[src/rtl/pcm_to_pdm.sv]
// Multi-channel PCM-to-PDM modulator: a small frame FIFO feeds a bank of first-order
// sigma-delta modulators that emit one bit per channel on each pdm_clk falling edge.
module pcm_to_pdm #(
  parameter int BIT_WIDTH          = 8,
  parameter int NUM_CHANNELS       = 9,
  parameter int PDM_CLK_DEC_FACTOR = 12,
  parameter int OSR                = 128,
  parameter int FIFO_DEPTH         = 4
) (
  input  logic                              clk,
  input  logic                              rst,
  input  logic                              en,
  input  logic [BIT_WIDTH*NUM_CHANNELS-1:0] pcm_data,
  input  logic                              pcm_valid,
  output logic                              pcm_ready,
  output logic                              pdm_clk,
  output logic [NUM_CHANNELS-1:0]           pdm,
  output logic                              sample_tick,
  output logic                              underrun,
  input  logic                              underrun_clr
);

  localparam int FRAME_W = BIT_WIDTH * NUM_CHANNELS;
  localparam int CNT_W   = (PDM_CLK_DEC_FACTOR > 1) ? $clog2(PDM_CLK_DEC_FACTOR) : 1;
  localparam int STEP_W  = $clog2(OSR);
  localparam int PTR_W   = $clog2(FIFO_DEPTH);

  localparam logic [CNT_W-1:0]  CNT_LAST   = CNT_W'(PDM_CLK_DEC_FACTOR - 1);
  localparam logic [CNT_W-1:0]  CNT_ONE    = CNT_W'(1);
  localparam logic [STEP_W-1:0] STEP_LAST  = STEP_W'(OSR - 1);
  localparam logic [STEP_W-1:0] STEP_ONE   = STEP_W'(1);
  localparam logic [PTR_W-1:0]  PTR_ONE    = PTR_W'(1);
  localparam logic [PTR_W:0]    COUNT_ONE  = (PTR_W + 1)'(1);
  localparam logic [PTR_W:0]    COUNT_FULL = (PTR_W + 1)'(FIFO_DEPTH);

  typedef logic [NUM_CHANNELS-1:0][BIT_WIDTH-1:0] chan_vec_t;

  logic [CNT_W-1:0]        cnt_q, cnt_d;
  logic                    pdm_clk_q, pdm_clk_d;
  logic [STEP_W-1:0]       step_q, step_d;
  chan_vec_t               acc_q, acc_d;
  chan_vec_t               frame_q, frame_d;
  logic [NUM_CHANNELS-1:0] pdm_q, pdm_d;
  logic                    sample_tick_q, sample_tick_d;
  logic                    underrun_q, underrun_d;

  logic [FRAME_W-1:0]      fifo_mem_q [FIFO_DEPTH];
  logic [PTR_W-1:0]        wr_ptr_q, wr_ptr_d;
  logic [PTR_W-1:0]        rd_ptr_q, rd_ptr_d;
  logic [PTR_W:0]          count_q, count_d;

  logic                    wrap_s;
  logic                    step_s;
  logic                    load_s;
  logic                    fifo_empty_s;
  logic                    fifo_full_s;
  logic                    push_s;
  logic                    pop_s;
  logic [BIT_WIDTH:0]      sum_s [NUM_CHANNELS];

  // A step is the cycle where pdm_clk falls; the last step of a window also loads a frame.
  assign wrap_s       = (cnt_q == CNT_LAST);
  assign step_s       = en && wrap_s && pdm_clk_q;
  assign load_s       = step_s && (step_q == STEP_LAST);
  assign fifo_empty_s = (count_q == '0);
  assign fifo_full_s  = (count_q == COUNT_FULL);
  assign push_s       = pcm_valid && !fifo_full_s;
  assign pop_s        = load_s && !fifo_empty_s;

  genvar gk;
  generate
    for (gk = 0; gk < NUM_CHANNELS; gk++) begin : g_sum
      assign sum_s[gk] = {1'b0, acc_q[gk]} + {1'b0, frame_q[gk]};
    end
  endgenerate

  always_comb begin
    cnt_d     = cnt_q;
    pdm_clk_d = pdm_clk_q;
    step_d    = step_q;
    acc_d     = acc_q;
    pdm_d     = pdm_q;
    if (!en) begin
      cnt_d     = '0;
      pdm_clk_d = 1'b0;
      step_d    = '0;
      acc_d     = '0;
      pdm_d     = '0;
    end else begin
      if (wrap_s) begin
        cnt_d     = '0;
        pdm_clk_d = ~pdm_clk_q;
      end else begin
        cnt_d     = cnt_q + CNT_ONE;
      end
      if (step_s) begin
        step_d = load_s ? '0 : step_q + STEP_ONE;
        // The carry out of each accumulator is the PDM bit; the remainder carries on.
        for (int k = 0; k < NUM_CHANNELS; k++) begin
          pdm_d[k] = sum_s[k][BIT_WIDTH];
          acc_d[k] = sum_s[k][BIT_WIDTH-1:0];
        end
      end else begin
        step_d = step_q;
      end
    end
  end

  always_comb begin
    frame_d       = frame_q;
    underrun_d    = underrun_q;
    sample_tick_d = load_s;
    if (pop_s) begin
      frame_d = fifo_mem_q[rd_ptr_q];
    end else begin
      frame_d = frame_q;
    end
    // A new underrun beats a simultaneous clear so the event is never lost.
    if (load_s && fifo_empty_s) begin
      underrun_d = 1'b1;
    end else if (underrun_clr) begin
      underrun_d = 1'b0;
    end else begin
      underrun_d = underrun_q;
    end
  end

  always_comb begin
    wr_ptr_d = push_s ? wr_ptr_q + PTR_ONE : wr_ptr_q;
    rd_ptr_d = pop_s ? rd_ptr_q + PTR_ONE : rd_ptr_q;
    case ({push_s, pop_s})
      2'b10:   count_d = count_q + COUNT_ONE;
      2'b01:   count_d = count_q - COUNT_ONE;
      default: count_d = count_q;
    endcase
  end

  always_ff @(posedge clk or posedge rst) begin
    if (rst) begin
      cnt_q         <= '0;
      pdm_clk_q     <= 1'b0;
      step_q        <= '0;
      acc_q         <= '0;
      frame_q       <= '0;
      pdm_q         <= '0;
      sample_tick_q <= 1'b0;
      underrun_q    <= 1'b0;
      wr_ptr_q      <= '0;
      rd_ptr_q      <= '0;
      count_q       <= '0;
    end else begin
      cnt_q         <= cnt_d;
      pdm_clk_q     <= pdm_clk_d;
      step_q        <= step_d;
      acc_q         <= acc_d;
      frame_q       <= frame_d;
      pdm_q         <= pdm_d;
      sample_tick_q <= sample_tick_d;
      underrun_q    <= underrun_d;
      wr_ptr_q      <= wr_ptr_d;
      rd_ptr_q      <= rd_ptr_d;
      count_q       <= count_d;
    end
  end

  always_ff @(posedge clk or posedge rst) begin
    if (rst) begin
      for (int i = 0; i < FIFO_DEPTH; i++) begin
        fifo_mem_q[i] <= '0;
      end
    end else if (push_s) begin
      fifo_mem_q[wr_ptr_q] <= pcm_data;
    end
  end

  assign pcm_ready   = !fifo_full_s;
  assign pdm_clk     = pdm_clk_q;
  assign pdm         = pdm_q;
  assign sample_tick = sample_tick_q;
  assign underrun    = underrun_q;

endmodule

[config.mk]
export PLATFORM = sky130hd
export DESIGN_NAME = pcm_to_pdm
export DESIGN_NICKNAME = d
export VERILOG_FILES = /design/src/rtl/pcm_to_pdm.sv
export SDC_FILE = /design/constraint.sdc
export NUM_CORES = 1
export LEC_CHECK = 0
export CORE_ASPECT_RATIO = 1.25
export CORE_UTILIZATION = 50
export CTS_CLUSTER_DIAMETER = 30
export DETAILED_ROUTE_END_ITERATION = 16
export PLACE_DENSITY = 0.72
export SLEW_MARGIN = 20
export SYNTH_ARGS = -nofsm -noshare
export SYNTH_HDL_FRONTEND = slang
export SYNTH_SLANG_ARGS = --single-unit
[constraint.sdc]
create_clock -name clk -period 34.9 [get_ports clk]
set_input_delay 6.98 -clock clk [delete_from_list [all_inputs] [get_ports clk]]
set_output_delay 6.98 -clock clk [all_outputs]
set_load 0.02 [all_outputs]
==> reports/summary.txt, run 1 <==
failing checks: design-rule violations
clock sinks: 462
setup repair bufs after CTS: 0
initial DRC count: 648
Startpoint Class: input pin
DRC Markers: 4
Max FO, Critical Path: 134
area delta synth->final: 17.6%
min cycle time layout: 9.17 ns
prevailing post-synth register cell: dfrtp_1
Die Span Y: 240 um
cell area after synthesis: 0.0227 mm2
fraction of synthesis flops using an asynchronous set or reset pin: 100%
commonest non-fill, non-tap cell in the layout: dfrtp_1
Max Cap Viol: 0
Max stage delay cell, worst path: buf_4
# rows: 87
clk_skew: 0.0236 ns
Global Route Usage Sum: 21.3%
core footprint: 0.0450 mm2
Worst-Skew Late Latency: 0.60 ns
vias per cell: 5.77
Cell Pwr Density: 74.4 mW/mm2
TritonCTS clock tree: built
WS Path Type: in -> async
initial antenna violation count: 0
Die X: 193 um
routed wire length per instance: 19.4 um
Routed Wire Length: 46700 um
via count: 13900
H-tree levels: 3
setup ws final: 25.73 ns
Seq/Total Area, Yosys: 50.9%
share of layout cells above drive strength 1: 33.4%
gpl congestion: 0.783
Clock Pin Slew Worst Setup and Hold Paths: 0.05 ns
Worst-Margin Slew: 1.06 ns
post-synthesis net count: 1835
worst vdd ir: 0.0450 mV
crit-path cells: clkdlybuf4s50_1 > inv_8 > buf_4 > buf_6
CP endpoint kind: async pin
Final ANT Viol Nets: 0
number of distinct library cells after synthesis: 51
fmax: 0.109 GHz
total grt overflow: 0
io pins: 90
WP data required: 35.54 ns
vias in the first global route: 14900
commonest non-fill, non-tap cells in the layout: dfrtp_1, mux2_2, clkdlybuf4s50_1
post-layout util: 59.4%
status: finished, violations left
Fin. Hold Viols: 0
Slew headroom: 29.5%
DP HPWL: 28000 um
Pwr Total: 1990 uW
post-synthesis area per instance: 13.6 um2
post-route clock period utilization: 26.3%
Syn. warnings: 0
ranking of synthesized cells by area: dfrtp_1, mux2_2, mux4_2, ha_1, mux2_4
first-pass GRT wire length: 77300 um
slowest stage delay, CP: 0.83 ns
1st-pass router iterations: 11
Post-synth EDFFs: 0
Die Area: 0.0463 mm2
Final setup viols: 0
Final nets: 1928
Leakage: 0.0118 uW
Max Slew Vio Count: 0
critical path arrival: 9.81 ns
Initial Utilization: 50.6%
largest net degree at the start of global routing: 178
HP Class: reg -> reg
Post-CTS Hold Fix Bufs: 0
root buf cell: clkbuf_16
dpl ws: 24.65 ns
# diodes: 0
RSZ-0062 raised after global routing: no
Sum Neg Setup Slack: 0 ns
Post-CTS Resized: 0
clock buffer depth: 3
I/O Buffers: 89
synthesis-stage register bit count: 462
Synth top area share: 50.9%
Post-Syn Instances: 1669
CTS Buf Count: 83
cell taking the most area after synthesis: dfrtp_1
[registers in the layout (all words and copies together), names as in the netlist, 2 cells and up]
register    count
count_q         3
rd_ptr_q        2
frame_q        72
fifo_mem_q    288
wr_ptr_q        2
pdm             9
acc_q          72
step_q          7
cnt_q           4
[critical path: cells and delay by family]
family / cells / cell delay, ns
buffers and inverters: 4 / 2.65
[area by class of cell]
type / instances / area [um2]
Multi-Input combinational cell: 1073 / 10400
Tap cell: 578 / 723
Clock buffer: 91 / 2170
Sequential cell: 462 / 11600
Timing Repair Buffer: 102 / 1000
Fill cell: 3443 / 18200
Clock inverter: 64 / 696
Inverter: 40 / 158
[synth_stat cells (11+ instances only)]
cell	n
a21oi_1	27
ha_1	79
nand3_1	47
mux2_2	297
clkbuf_1	27
buf_4	30
nor2_1	41
a211oi_1	25
o21a_1	18
mux4_2	72
nor3b_1	11
or4b_1	12
inv_1	40
a21boi_0	13
o21ai_0	38
nor3_1	48
nand4_1	26
dfrtp_1	462
o211ai_1	12
nor2b_1	56
mux2_4	62
buf_2	26
nand2_1	73
[metrics by stage]
step | area [um2] | hold slack [ns] | cells
finish | 26700 | 0.467 | 2410
global route | 26700 | 0.503 | 2410
CTS | 26700 | 0.468 | 2410
detailed placement | 23900 | 0.462 | 2255
global placement | 23900 | 0.453 | 2255
floorplan | 22700 | 0.438 | 1669
[cell families after synthesis]
kind of cell | share of synthesized area, %
DFF | 50.9
muxes | 26.0
AOI/OAI and AO/OA | 5.37
and+or+nand+nor | 8.57
adders and majority gates | 5.23
xor gates and xnor gates | 0.462
buffers and inverters | 3.47
[final timing paths]
kind                                          endpoint               start  slack, ns  cells after the start
max in group clk                frame_q[5]$_DFFE_PP0P_                  en      25.73                      4
setup reg to reg                frame_q[5]$_DFFE_PP0P_  cnt_q[0]$_DFF_PP0_      31.39                      5
hold reg to reg                     cnt_q[0]$_DFF_PP0_  cnt_q[0]$_DFF_PP0_       0.47                      1
setup / recovery                 acc_q[20]$_DFFE_PP0P_                 rst      25.73                      4
min in group asynchronous  fifo_mem_q[125]$_DFFE_PP0P_                 rst       6.99                      2
hold / removal                      cnt_q[0]$_DFF_PP0_  cnt_q[0]$_DFF_PP0_       0.47                      1
[per-layer routing]
layer  track usage (%)  up-vias  wire length [um]
met1              26.8     7195             19700
met2              36.5      236             24300
met5                 0        -                 0
met4              8.30        0              1040
li1                  -     6407                 -
met3              3.31       58              1570
[power breakdown]
group	total, uW	switching (uW)	internal, uW	leakage (uW)
Sequential	797	84.7	713	0.00579
Clock	805	293	513	0.00137
Combinational	385	144	241	0.00466
Total	1990	522	1470	0.0118
Note: power is estimated with default switching activity, not from simulation.
==> run 2: changes to the inputs <==
Clock period 34.9 ns to 8.8 ns, I/O delays scaled along.
==> run 2 against run 1 <==
Net effect:
- total power rose to 4.1 times the previous value
- combinational power rose to 4.0 times the previous value
- wire length down 0.40%
- register-to-register slack worse by 26 ns
- clock power rose to 4.3 times the previous value
- worst setup slack worse by 21 ns
- first-iteration DRC count down 7.6%
- die area unchanged
- final area up 1.0%
- non-clock buffer count up 3
- the flow still finishes with violations (design-rule violations)
- hold slack worse by 0.0016 ns
- critical path depth unchanged
==> reports/summary.txt, run 2 (same netlist as run 1, synthesis figures left out) <==
WP data required: 9.27 ns
Sum Neg Setup Slack: 0 ns
Max Cap Viol: 0
max FFs per register: 288
initial antenna violation count: 2
Die Area: 0.0463 mm2
Worst-Margin Slew: 1.00 ns
clock sinks: 462
commonest non-fill, non-tap cell in the layout: dfrtp_1
RSZ-0062 raised after global routing: no
gpl congestion: 0.794
Cell Pwr Density: 301 mW/mm2
status: finished, violations left
Final ANT Viol Nets: 0
1st-pass router iterations: 12
initial DRC count: 599
H-tree levels: 3
CP endpoint kind: flop
post-route clock period utilization: 44.5%
setup repair bufs after CTS: 0
total grt overflow: 0
Die X: 193 um
min cycle time layout: 3.92 ns
critical path arrival: 4.39 ns
DRC Markers: 6
via count: 13900
vias in the first global route: 14800
dpl ws: 4.26 ns
minimum hold slack: 0.466 ns
setup ws final: 4.88 ns
largest net degree at the start of global routing: 167
Leakage: 0.0120 uW
Fin. Hold Viols: 0
HP Class: reg -> reg
Startpoint Class: input pin
Layout Cells excl Fill: 2423
Pwr Total: 8130 uW
Post-CTS Resized: 0
vias per cell: 5.73
Final nets: 1935
WS Path Type: in -> reg
Initial Utilization: 50.6%
worst vdd ir: 0.241 mV
Clock Pin Slew Worst Setup and Hold Paths: 0.04 ns
io pins: 90
commonest non-fill, non-tap cells in the layout: dfrtp_1, mux2_2, clkbuf_16
failing checks: design-rule violations
share of layout cells above drive strength 1: 33.7%
DP HPWL: 27500 um
Max FO, Critical Path: 77
clk_skew: 0.0201 ns
I/O Buffers: 89
Die Span Y: 240 um
Worst-Skew Late Latency: 0.61 ns
Routed Wire Length: 46500 um
Largest Register: fifo_mem_q
Post-CTS Hold Fix Bufs: 0
routed wire length per instance: 19.2 um
area delta synth->final: 18.7%
TritonCTS clock tree: built
core footprint: 0.0450 mm2
CTS Buf Count: 87
dpl cells: 2258
fmax: 0.255 GHz
first-pass GRT wire length: 77200 um
Global Route Usage Sum: 21.2%
Max Slew Vio Count: 0
Final setup viols: 0
top flop regs: fifo_mem_q x288, acc_q x72, frame_q x72
clock buffer depth: 3
Slew headroom: 33.3%
# rows: 87
root buf cell: clkbuf_16
## run 2: cell count changes in the layout (fill, tap and decap cells not counted)
| cell | previous run | this run |
|---|---|---|
| buf_4 | 12 | 15 |
| bufinv_16 | 7 | 11 |
| clkbuf_1 | 3 | 4 |
| clkbuf_16 | 84 | 89 |
| clkbuf_8 | 4 | 7 |
| clkinv_2 | 8 | 12 |
| clkinv_8 | 3 | 2 |
| diode_2 | 0 | 2 |
| inv_16 | 0 | 2 |
| inv_6 | 17 | 10 |
| inv_8 | 5 | 2 |
## run 2: final cells by class
type                    count  area, um2
diodes                      2       5.00
clock inverters            63        768
inverters                  40        154
clock buffers             100       2340
well taps                 578        723
fillers                  3400      18000
flip-flops and latches    462      11600
repair buffers            105       1020
multi-input cells        1073      10400
## run 2: final timing paths
check                                    from                     endpoint  slack [ns]  cells after the start
min in group asynchronous                 rst  fifo_mem_q[123]$_DFFE_PP0P_        1.79                      3
max                                        en      frame_q[31]$_DFFE_PP0P_        4.88                      4
min reg2reg                cnt_q[0]$_DFF_PP0_           cnt_q[0]$_DFF_PP0_        0.47                      1
max reg2reg                cnt_q[0]$_DFF_PP0_      frame_q[31]$_DFFE_PP0P_        5.33                      5
min                        cnt_q[0]$_DFF_PP0_           cnt_q[0]$_DFF_PP0_        0.47                      1
max in group asynchronous                 rst      rd_ptr_q[1]$_DFFE_PP0P_        5.41                      4
## run 2: power breakdown
part | internal, uW | switching [uW] | leakage, uW
clock network | 2260 | 1180 | 0.00150
registers | 2830 | 331 | 0.00579
logic | 956 | 574 | 0.00467
total | 6050 | 2080 | 0.0120
## run 2: critical path, stage by stage
cell	delay [ns]
buf_4	0.57
and4_4	0.85
buf_4	0.79
mux2_4	0.36
## run 2: metal layers
metal | wire length, um | up-vias | track usage [%]
met5 | 0 | - | 0
met1 | 20400 | 7197 | 27.4
met2 | 23700 | 185 | 35.4
li1 | - | 6430 | -
met3 | 1300 | 72 | 3.28
met4 | 1100 | 0 | 8.47
## run 2: stage by stage
stage / util, % / cell area (um2)
final: 60.0 / 27000
after global routing: 60.0 / 27000
after CTS: 60.0 / 27000
after detailed placement: 53.1 / 23900
after global placement: 53.1 / 23900
after floorplan: - / 22700
==> run 3: changes to the inputs <==
Settings changed: PLACE_DENSITY 0.72 to 0.74.
Clock period 8.8 ns to 3.3 ns, I/O delays scaled along.
==> run 3 against run 2 <==
Net effect:
- the run still ends with design-rule violations left
- worst setup slack got worse by 4.1 ns
- combinational power rose to 2.7 times the previous value
- hold slack got worse by 0.086 ns
- clock power rose to 2.7 times the previous value
- clock skew fell by 0.0011 ns
- non-clock buffer count rose by 16
- global-route usage rose by 0.71 points
- sequential power rose to 2.7 times the previous value
- critical path type is now reg -> reg
- largest cell class unchanged
==> reports/summary.txt, run 3 (same netlist as run 1, synthesis figures left out) <==
post-route clock period utilization: 75.6%
gpl congestion: 0.798
min cycle time layout: 2.49 ns
via count: 14200
Top delay family on crit path: simple AND/OR/NAND/NOR gates
Global Route Usage Sum: 21.9%
# diodes: 0
vias in the first global route: 15500
critical path arrival: 2.96 ns
# rows: 87
1st-pass router iterations: 11
commonest non-fill, non-tap cell in the layout: dfrtp_1
total grt overflow: 0
Max FO, Critical Path: 27
TritonCTS clock tree: built
crit-path cells: ha_1 > nand2_1 > nor3_4 > and4_4 > buf_12 > mux2_4
Die X: 193 um
Die Span Y: 240 um
Crit path depth: 6
post-layout util: 61.0%
fmax: 0.401 GHz
Worst-Margin Slew: 0.796 ns
Worst-Skew Late Latency: 0.61 ns
worst vdd ir: 0.349 mV
Post-CTS Resized: 0
reg2reg path depth: 6
I/O Buffers: 89
clock buffer depth: 3
io pins: 90
first-pass GRT wire length: 79600 um
Startpoint Class: flop
Worst Path Buf+Inv: 1
Largest Register: fifo_mem_q
H-tree levels: 3
CP endpoint kind: flop
DRC Markers: 8
Final ANT Viol Nets: 0
CTS Buf Count: 89
top flop regs: fifo_mem_q x288, acc_q x72, frame_q x72
setup repair bufs after CTS: 0
clk_skew: 0.0190 ns
Die Area: 0.0463 mm2
Fin. Hold Viols: 0
vias per cell: 5.82
area delta synth->final: 20.6%
initial antenna violation count: 0
Cell Pwr Density: 797 mW/mm2
Routed Wire Length: 48100 um
Max Slew Vio Count: 0
WP data required: 3.77 ns
routed wire length per instance: 19.7 um
max FFs per register: 288
clock sinks: 462
largest net degree at the start of global routing: 157
Sum Neg Setup Slack: 0 ns
Clock Pin Slew Worst Setup and Hold Paths: 0.05 ns
Leakage: 0.0121 uW
WS Path Type: reg -> reg
core footprint: 0.0450 mm2
HP Class: in -> reg
share of layout cells above drive strength 1: 34.3%
initial DRC count: 705
Max Cap Viol: 0
WHS Path Cells: 3
DP HPWL: 28800 um
Slew headroom: 46.9%
commonest non-fill, non-tap cells in the layout: dfrtp_1, mux2_2, clkbuf_16
Final setup viols: 0
Pwr Total: 21800 uW
RSZ-0062 raised after global routing: no
Post-CTS Hold Fix Bufs: 0
slowest stage delay, CP: 0.69 ns
Initial Utilization: 50.6%
Max stage delay cell, worst path: and4_4
status: finished, violations left
root buf cell: clkbuf_16
failing checks: design-rule violations
Final nets: 1953
-- run 3: final timing paths --
kind / from / to / slack (ns)
min in group asynchronous: rst / frame_q[61]$_DFFE_PP0P_ / 0.51
hold reg to reg: cnt_q[0]$_DFF_PP0_ / cnt_q[0]$_DFF_PP0_ / 0.47
setup / recovery: step_q[0]$_DFFE_PP0P_ / frame_q[30]$_DFFE_PP0P_ / 0.81
setup reg to reg: step_q[0]$_DFFE_PP0P_ / frame_q[30]$_DFFE_PP0P_ / 0.81
hold / removal: en / sample_tick$_DFF_PP0_ / 0.38
max in group asynchronous: rst / rd_ptr_q[0]$_DFFE_PP0P_ / 1.89
-- run 3: metrics by stage --
step                setup slack [ns]  hold WS, ns  cells  cell area, um2
floorplan                      -3.61        0.438   1669           22700
global placement               0.616        0.450   2274           24200
detailed placement             0.583        0.471   2274           24200
CTS                            0.789        0.355   2440           27400
global route                   0.645        0.393   2440           27400
finish                         0.806        0.380   2440           27400
-- run 3: final cells by class --
cell class | count | area (um2)
Fill cell | 3364 | 17500
Timing Repair Buffer | 121 | 1390
Tap cell | 578 | 723
Inverter | 40 | 154
Multi-Input combinational cell | 1073 | 10400
Sequential cell | 462 | 11600
Clock buffer | 105 | 2390
Clock inverter | 61 | 777
-- run 3: worst register-to-register path: cells and delay by family, from the launching register on --
family,cells,cell delay (ns)
mux,1,0.35
fa+ha+maj,1,0.21
buf+inv,1,0.33
flops,1,0.38
simple gates,3,1.09
-- run 3: report_power, final --
group          leakage, uW  switching [uW]  internal (uW)
sequential         0.00579             885           7540
clock              0.00151            3080           6240
combinational      0.00483            1490           2600
-- run 3: routing by layer --
| metal | part of all wire [%] | track usage (%) |
|---|---|---|
| met4 | 2.7 | 9.14 |
| met3 | 3.3 | 3.44 |
| met1 | 42 | 27.1 |
| met2 | 52 | 37.8 |
| met5 | 0 | 0 |
